[src/rtl/sc_stream_counter.sv]
// Stochastic-to-binary converter: counts ones over a window of valid samples
// and presents the result on a valid/ready handshake. Optional SC_BIPOLAR_EN adds value_bp.
module sc_stream_counter #(
    parameter int WIDTH = 8
) (
    input  logic             clk,
    input  logic             rst,
    input  logic             start,
    input  logic [WIDTH-1:0] len,
    input  logic             bit_in,
    input  logic             bit_valid,
    output logic             busy,
    output logic [WIDTH-1:0] count,
    output logic             out_valid,
    input  logic             out_ready
`ifdef SC_BIPOLAR_EN
    ,
    output logic signed [WIDTH:0] value_bp
`endif
);

    typedef enum logic [1:0] {
        IDLE  = 2'd0,
        ACCUM = 2'd1,
        HOLD  = 2'd2
    } state_t;

    state_t           state_r;
    logic [WIDTH-1:0] len_r;
    logic [WIDTH-1:0] samples_r;
    logic [WIDTH-1:0] ones_r;
    logic             busy_r;
    logic             out_valid_r;
    logic [WIDTH-1:0] ones_next_s;
    logic             last_sample_s;

    // Running ones total and detection of the sample that closes the window
    always_comb begin
        ones_next_s   = ones_r + WIDTH'(bit_in);
        last_sample_s = (state_r == ACCUM) && bit_valid && ((samples_r + WIDTH'(1)) == len_r);
    end

    // Conversion FSM; busy and out_valid are registered alongside the state
    always_ff @(posedge clk) begin
        if (rst) begin
            state_r     <= IDLE;
            len_r       <= '0;
            samples_r   <= '0;
            ones_r      <= '0;
            busy_r      <= 1'b0;
            out_valid_r <= 1'b0;
        end else begin
            case (state_r)
                IDLE: begin
                    if (start) begin
                        len_r     <= len;
                        samples_r <= '0;
                        ones_r    <= '0;
                        busy_r    <= 1'b1;
                        if (len == '0) begin
                            state_r     <= HOLD;
                            out_valid_r <= 1'b1;
                        end else begin
                            state_r <= ACCUM;
                        end
                    end
                end
                ACCUM: begin
                    if (bit_valid) begin
                        samples_r <= samples_r + WIDTH'(1);
                        ones_r    <= ones_next_s;
                        if (last_sample_s) begin
                            state_r     <= HOLD;
                            out_valid_r <= 1'b1;
                        end
                    end
                end
                HOLD: begin
                    // ones_r is left untouched so count survives the handshake
                    if (out_ready) begin
                        state_r     <= IDLE;
                        out_valid_r <= 1'b0;
                        busy_r      <= 1'b0;
                    end
                end
                default: begin
                    state_r     <= IDLE;
                    busy_r      <= 1'b0;
                    out_valid_r <= 1'b0;
                end
            endcase
        end
    end

    assign busy      = busy_r;
    assign out_valid = out_valid_r;
    assign count     = ones_r;

`ifdef SC_BIPOLAR_EN
    logic signed [WIDTH:0] value_r;

    // Bipolar estimate 2*ones - len; the true result always fits in WIDTH+1 bits
    always_ff @(posedge clk) begin
        if (rst) begin
            value_r <= '0;
        end else if ((state_r == IDLE) && start) begin
            value_r <= '0;
        end else if (last_sample_s) begin
            value_r <= {ones_next_s, 1'b0} - {1'b0, len_r};
        end else begin
            value_r <= value_r;
        end
    end

    assign value_bp = value_r;
`endif

endmodule

[config.mk]
export PLATFORM = sky130hd
export DESIGN_NAME = sc_stream_counter
export DESIGN_NICKNAME = d
export VERILOG_FILES = /design/src/rtl/sc_stream_counter.sv
export SDC_FILE = /design/constraint.sdc
export NUM_CORES = 1
export LEC_CHECK = 0
export CORE_ASPECT_RATIO = 1.5
export CORE_MARGIN = 2
export CORE_UTILIZATION = 31
export CTS_CLUSTER_DIAMETER = 40
export CTS_CLUSTER_SIZE = 24
export DETAILED_ROUTE_END_ITERATION = 7
export SLEW_MARGIN = 20
export SYNTH_ARGS = -nofsm -noshare
export SYNTH_HDL_FRONTEND = slang
export SYNTH_SLANG_ARGS = --single-unit
[constraint.sdc]
create_clock -name clk -period 3.4 [get_ports clk]
set_input_delay 0.68 -clock clk [delete_from_list [all_inputs] [get_ports clk]]
set_output_delay 0.68 -clock clk [all_outputs]
set_load 0.02 [all_outputs]
==> results of run 1 <==
-- registers in the layout (all words and copies together) (netlist names) --
| signal | count |
|---|---|
| busy | 1 |
| len_r | 8 |
| state_r | 2 |
| out_valid | 1 |
| samples_r | 8 |
| count | 8 |
-- final timing paths --
path	from	endpoint	slack (ps)	depth (start not counted)
hold / removal	len_r[1]	len_r[1]	470	2
setup reg to reg	samples_r[0]	state_r[0]	1450	6
hold reg to reg	len_r[1]	len_r[1]	470	2
setup / recovery	start	samples_r[7]	1160	6
-- synthesized netlist by cell type, drive strengths merged, types with 3 or more instances --
master,number,share of area [%]
ha,3,2.6
nand3,8,2.8
a21oi,20,7.2
xnor2,7,4.3
buf,3,1.5
nor2,18,4.7
nand2,26,6.8
dfxtp,28,39
o21ai,10,3.5
xor2,9,5.5
clkbuf,4,1.0
or3b,3,1.8
nor2b,5,2.2
nor3,4,1.4
nor3b,3,2.3
and3,5,2.5
-- area by class of cell --
class	instances	area [um^2]
Sequential cell	28	561
Tap cell	48	60.1
Clock buffer	4	55.1
Fill cell	471	2740
Timing Repair Buffer	25	245
Multi-Input combinational cell	142	842
-- routing by layer --
layer	up-vias	GRT usage, %	wire [um]
met1	617	15.0	1300
met3	7	1.93	68
met2	16	23.3	1670
met5	-	0	0
li1	666	-	-
met4	0	7.27	95
-- logic make-up after synthesis --
kind of cell	count (synthesis)	synth area share, %
flip-flops	28	39.0
AO/OA/AOI/OAI	39	16.0
adder cells (fa/ha/maj)	3	2.61
AND/OR/NAND/NOR	84	30.2
XOR/XNOR	16	9.74
buffers and inverters	7	2.52
-- worst reg2reg max path: stages (launching register included) --
cell and delay, ps:
dfxtp_1 480, ha_1 290, and3_1 200, and3_1 250
xnor2_1 140, o2111ai_1 220, o31a_1 290
-- power by group --
group	leakage (uW)	switching [uW]	internal, uW
Sequential	0.000228	9.06	337
Clock	0.0000288	106	104
Combinational	0.000365	43.6	38.2
-- layout by cell type, fill, tap and decap left out, drive strengths merged --
| cell | synthesis | layout |
|---|---|---|
| a31oi | 2 | 2 |
| nand2 | 26 | 26 |
| xor2 | 9 | 9 |
| nand3 | 8 | 8 |
| o31a | 1 | 1 |
| nor4 | 2 | 2 |
| a22oi | 2 | 2 |
| nor3b | 3 | 3 |
| nand3b | 1 | 1 |
| nor2 | 18 | 18 |
| or3b | 3 | 3 |
| o2111ai | 1 | 1 |
| nand2b | 2 | 2 |
| and3 | 5 | 5 |
| buf | 3 | 2 |
| dfxtp | 28 | 28 |
| clkbuf | 4 | 4 |
| nand4 | 2 | 2 |
| xnor2 | 7 | 7 |
| o21ai | 10 | 10 |
| or3 | 2 | 2 |
| nor2b | 5 | 5 |
| and2 | 1 | 1 |
| clkdlybuf4s50 | 0 | 23 |
| nor4b | 1 | 1 |
| ha | 3 | 3 |
| a21oi | 20 | 20 |
| o31ai | 2 | 2 |
| nor3 | 4 | 4 |
| o311a | 1 | 1 |
| and3b | 1 | 1 |
-- stage by stage --
| stage | instance area (um^2) | std cells | utilization [%] | total power (uW) | hold WS (ps) |
|---|---|---|---|---|---|
| after floorplan | 1440 | 177 | - | 401 | 448 |
| after global placement | 1710 | 243 | 37.9 | 437 | 457 |
| after detailed placement | 1710 | 243 | 37.9 | 438 | 463 |
| final | 1760 | 247 | 39.1 | 638 | 475 |
| after CTS | 1760 | 247 | 39.1 | 647 | 476 |
| after global routing | 1760 | 247 | 39.1 | 666 | 500 |
==> flow_summary.toml, run 1 <==
[floorplanning]
io_pins = 24
die_x_um = 59.6
die_y_um = 87.4
die_area_um2 = 5210
start_util_pct = 31.9
row_count = 30
coreArea_um2 = 4500

[setup_path]
cp_num_buf_inv = 1
critPathKind = "in -> reg"
critPathArrivalTime_ps = 2420
cp_max_fo = 12
crit_family = "simple AND/OR/NAND/NOR gates"
cpPeakStageDelay_ps = 560
worstSetupStartpointType = "input port"
cp.required_ps = 3580
worst_path_max_delay_cell = "or3b_1"
crit_chain = "clkdlybuf4s50_1, or3b_1, nand2_1, o21ai_0, a22oi_1, nor2_1"
endpoint_kind = "flop"

[sta]
finalClockSkew_ps = 6.70
layout_setup_ws_ps = 1160
fin_setup_tns_ps = 0
fin_crit_sh_pct = 65.9
finalHoldViolations = 0
slew_viol_final = 0
worstMarginPinSlew_ps = 600
max_freq_mhz = 446
rsz0062_at_grt = "false"
slew_headroom_pct = 60.0
setup_violations = 0
post-route-min-period_ps = 2240

[logic_synthesis]
ys_seq_area_share_pct = 39.0
ys_types = 35
yosysWarnings = 0
ys_ff_latch = 28
syn_avg_cell_area_um2 = 8.13
synthCells = 177
synth_area_um2 = 1440
synth_edf_count = 0
synth_nets = 194
ys_async_sr_fraction_pct = 0
synth_flop_cell = "dfxtp_1"

[route]
vias_per_cell = 5.29
ant_nets = 0
drt-pass1-iter-count = 4
dr.first_iter.drc_count = 13
drt-total-wl_um = 3130
drc_errors = 0
vias = 1306
wl_per_cell_um = 12.7

[placement]
dp_hpwl_um = 2410
dp_slack_ps = 858
gp_congestion = 0.772
port_buffers = 23

[grt]
grt_pass1_wl_um = 5400
grt_start_max_net_pins = 24
antenna_found_initial = 0
grt_overflow = 0
grt_pass1_vias = 1237
grt_usage_pct = 13.3

[outcome]
status = "finished, final reports clean"

[power]
ir_worst_vdd_v = 0.000130
p_per_area_nw_per_um2 = 362
power.leakage_uw = 0.000621

[clock_network]
cts_tree = "built"
clock_path_buffers = 2
post_cts_buffers = 0
h-tree-depth = 1
cts_resized = 0
root_buffer = "clkbuf_8"
hold_buffers = 0
clock_latency_ps = 280
clkSlewWorstSetupHoldPaths_ps = 100
numCtsBuffers = 3
clock-sinks = 28

[layout]
areaGrowthSynthToFinish_pct = 22.5
final_nets = 217
antenna_cells = 0
drive_gt1_share_pct = 5.03

[job]
drv_cap = 0

[min_path]
hold_class = "reg -> reg"
Note: power is estimated with default switching activity, not from simulation.
==> inputs of run 2 (changes only) <==
clock period = 1.9 ns   (was 3.4 ns; I/O delays follow)
==> run 2 against run 1 <==
Die area stayed put. Worst hold slack worse by 5.4 ps. Critical path depth is the same. Non-clock buffer count is 17 higher. Power increased by 99%. Via count up 2.5%. Combinational power increased by 110%. Critical path type is now reg -> reg. Largest power group unchanged.
==> flow_summary.toml, run 2 (same netlist as run 1, synthesis figures left out) <==
[placement]
dp_hpwl_um = 2520
place_area_um2 = 1840
gp_congestion = 0.807
dp_slack_ps = -66.0
port_buffers = 23

[layout]
final_common_cell = "dfxtp_1"
areaGrowthSynthToFinish_pct = 33.5
antenna_cells = 0
fillers = 464
finish.utilization_pct = 42.6
final_cell_mix = "28 x dfxtp_1, 26 x nand2_1, 23 x clkdlybuf4s50_1"
final_nets = 234
drive_gt1_share_pct = 13.4
stdcell_area_um2 = 1920

[sta]
fin_setup_tns_ps = 0
slew_headroom_pct = 77.9
layout_setup_ws_ps = 108
finalClockSkew_ps = 6.67
post-route-min-period_ps = 1790
slew_viol_final = 0
finalHoldViolations = 0
rsz0062_at_grt = "false"
worstMarginPinSlew_ps = 326
max_freq_mhz = 558
setup_violations = 0
fin_crit_sh_pct = 94.3

[route]
route.met2.wl_um = 1760
wl_met3_um = 72
drt-pass1-iter-count = 4
wl_met1_um = 1360
vias_per_cell = 5.07
vias = 1339
maxUsedRoutingLayer = "met4"
drc_errors = 0
dr.first_iter.drc_count = 24
wl_per_cell_um = 12.5
drt-total-wl_um = 3300
ant_nets = 0

[grt]
grt_pass1_vias = 1322
grt_pass1_wl_um = 5720
grt_overflow = 0
grt_usage_pct = 14.2
antenna_found_initial = 0
grt_start_max_net_pins = 17

[min_path]
hold_class = "reg -> reg"

[power]
p_per_area_nw_per_um2 = 663
power.leakage_uw = 0.000717
ir_worst_vdd_v = 0.000287
power_uw = 1270

[clock_network]
clock_latency_ps = 280
root_buffer = "clkbuf_8"
h-tree-depth = 1
clock-sinks = 28
clock_path_buffers = 2
cts_tree = "built"
post_cts_buffers = 0
numCtsBuffers = 3
clkSlewWorstSetupHoldPaths_ps = 100

[setup_path]
worstSetupStartpointType = "flop"
endpoint_kind = "flop"
critPathKind = "reg -> reg"
cp.required_ps = 2080
critPathArrivalTime_ps = 1980
cp_max_fo = 5

[floorplanning]
io_pins = 24
die_y_um = 87.4
row_count = 30
start_util_pct = 31.9
die_area_um2 = 5210
die_x_um = 59.6
coreArea_um2 = 4500

[job]
drv_cap = 0

[outcome]
status = "finished, final reports clean"
[run 2: per-stage QoR]
| stage | instances | hold slack, ps |
|---|---|---|
| 6_report | 264 | 469 |
| 2_1_floorplan | 177 | 448 |
| 5_1_grt | 264 | 495 |
| 4_1_cts | 264 | 473 |
| 3_3_place_gp | 260 | 455 |
| 3_5_place_dp | 260 | 461 |
[run 2: critical path: stages (launching register included)]
cell and delay [ps]:
dfxtp_1 430, ha_1 230, and3_1 200, and3_1 240
xnor2_2 150, o2111ai_2 190, o31a_1 270
[run 2: layer usage]
metal	GRT usage, %	up-vias
met3	1.78	7
li1	-	694
met4	7.27	0
met2	25.3	16
met5	0	-
met1	15.9	622
[run 2: area by class of cell]
cell class	instances	area, um^2	share of cell area (%)
Clock buffer	3	41.3	2.15
Clock inverter	1	30.0	1.56
Multi-Input combinational cell	142	856	44.6
Sequential cell	28	561	29.2
Tap cell	48	60.1	3.13
Timing Repair Buffer	42	373	19.4
[run 2: final timing paths]
| check | startpoint | endpoint | slack (ps) | cells after the start |
|---|---|---|---|---|
| setup / recovery | samples_r[1] | state_r[0] | 110 | 6 |
| hold / removal | len_r[5] | len_r[5] | 470 | 2 |
| setup reg to reg | samples_r[1] | state_r[0] | 110 | 6 |
| hold reg to reg | len_r[5] | len_r[5] | 470 | 2 |
[run 2: power breakdown]
part | total, uW | switching, uW | internal (uW)
sequential | 619 | 15.1 | 604
clock | 478 | 196 | 282
combinational | 175 | 86.3 | 89.0
[run 2: timing repair]
item	4_1_cts	5_1_grt
gates resized for setup	0	2
hold buffers	0	0
endpoints found under the setup margin	0	2
==> edit, RTL diff (config.mk and constraints of run 2) <==
Encoding of `state_t`: now one-hot (3 bits for 3 states).
--- a/src/rtl/sc_stream_counter.sv
+++ b/src/rtl/sc_stream_counter.sv
@@ -19,10 +19,10 @@
 `endif
 );
 
-    typedef enum logic [1:0] {
-        IDLE  = 2'd0,
-        ACCUM = 2'd1,
-        HOLD  = 2'd2
+    typedef enum logic [2:0] {
+        IDLE  = 3'b001,
+        ACCUM = 3'b010,
+        HOLD  = 3'b100
     } state_t;
 
     state_t           state_r;
Formal check against the unedited RTL: no difference found for any inputs over 10 cycles, from zero or initial values and one cycle with rst high; not proved beyond that.
==> edit against run 2 <==
  * Wire length up 6.5%
  * Non-clock buffer count down 8
  * Final area up 2.3%
  * Setup slack better by 0.041 ns
  * Sequential cell count up 1
  * Critical path depth unchanged
  * Area after synthesis up 4.1%
  * Critical path type is now input port to register
Power is not compared: it rests on default switching activity, and its combinational part moved more than twofold at a synthesized area within 25%.
==> edit: results (changes against run 2) <==
Relative to the synthesized area, the layout overhead comes to 31.2%. The first-pass GRT wire length was 5.98 mm (+4.6%). The number of standard cells in the layout, taps in and fillers out was 277 (+4.9%).

For hold timing, the worst endpoint is len_r[3]$_SDFFE_PP0P_. The H-tree depth is 2 (+1). The count of mapped cells out of synthesis is 175 (-1.1%). The run finished with clean final reports.

The unique cell type count in the Yosys netlist is 38 (+8.6%). The relative slew slack is 0.733 (-0.0461). The data arrival time of the critical path was 1.92 ns (-0.06 ns). The via total after detailed routing came to 1345 (+0.45%). The post-synthesis net count was 192 (-1.0%). The delay of the slowest cell on the worst path is 0.47 ns (+0.04 ns). The violation count after the first detailed-route iteration came to 45 (+88%).

The clock buffer instance count of the final layout came to 6 (+3). The start of the worst register-to-register path is samples_r[0]$_SDFFE_PP0P_. The count of multi-input combinational gates is 140 (-1.4%). The average detailed-routed wire length per instance was 12.7 um (+1.5%). The total of fill cells in the finished design came out at 501 (+8.0%). The largest net degree at the start of global routing was 14 (-3). The total track usage is 0.151 (+0.00943). The length of routed met3 wiring came out at 71 um (-1.4%).

The final-layout worst hold slack was 0.473 ns (+0.00424 ns). The standard cell with the maximum stage delay on the critical path is clkdlybuf4s50_1. The number of buffers outside the clock class in the layout came to 34 (-19%). The met1 track demand over resource is 0.156 (-0.00324).

The clock tree skew after final layout came out at 0.00633 ns (-0.000342 ns). The share of cells above drive strength 1 came to 0.133 (-0.00156). The weighted congestion at the end of routability-driven global placement came to 0.769 (-4.6%). After synthesis, the most frequently instantiated cells are dfxtp_1 (29), nand2_1 (26), a21oi_1 (22), nor2_1 (19), nand3_1 (9). The fraction of area in clock buffers and inverters is 0.0420 (+0.00488). Sorting the synthesized cells by area gives the leading types as dfxtp_1 (39%), a21oi_1 (7.4%), nand2_1 (6.5%). The routed metal-1 wirelength came out at 1.48 mm (+8.8%). The met2 layer usage reported by global route came to 0.270 (+0.0170). The met3 capacity usage during global routing is 0.0362 (+0.0183). The number of nets in the finished design came to 227 (-3.0%). The average cell area after synthesis came out at 8.56 sq um (+5.3%). The fraction of the yosys area taken by sequential cells is 0.388 (-0.00193).

The area of placed instances came out at 1860 sq um (+1.5%). The CTS buffer count is 5 (+2). The clock transition at the registers of the reported paths came out at 0.06 ns (-0.04 ns).
[edit: report_power, final]
part           switching (mW)  leakage (nW)  internal (mW)
clock network           0.230        0.0450          0.253
logic                   0.341         0.434          0.281
registers              0.0917         0.236          0.694
total                   0.662         0.714           1.23
[edit: through the flow]
step / total power, mW / setup slack (ns)
2_1_floorplan: 1.20 / 0.0956
3_3_place_gp: 1.41 / -0.125
3_5_place_dp: 1.41 / -0.153
4_1_cts: 1.91 / 0.0110
5_1_grt: 2.03 / 0.0571
6_report: 1.89 / 0.149
[edit: cells by family (layout without fill, tap and decap cells)]
family / Yosys count / in the layout / synth area share
AO/OA/AOI/OAI: 39 / 39 / 0.167
XOR/XNOR: 17 / 17 / 0.112
adder cells (fa/ha/maj): 3 / 3 / 0.0251
buffers and inverters: 6 / 42 / 0.0201
flip-flops: 29 / 29 / 0.388
AND/OR/NAND/NOR: 81 / 81 / 0.288
[edit: repair_timing]
action	CTS	global route
endpoints found under the setup margin	0	2
buffers inserted	0	0
resized for setup	0	2
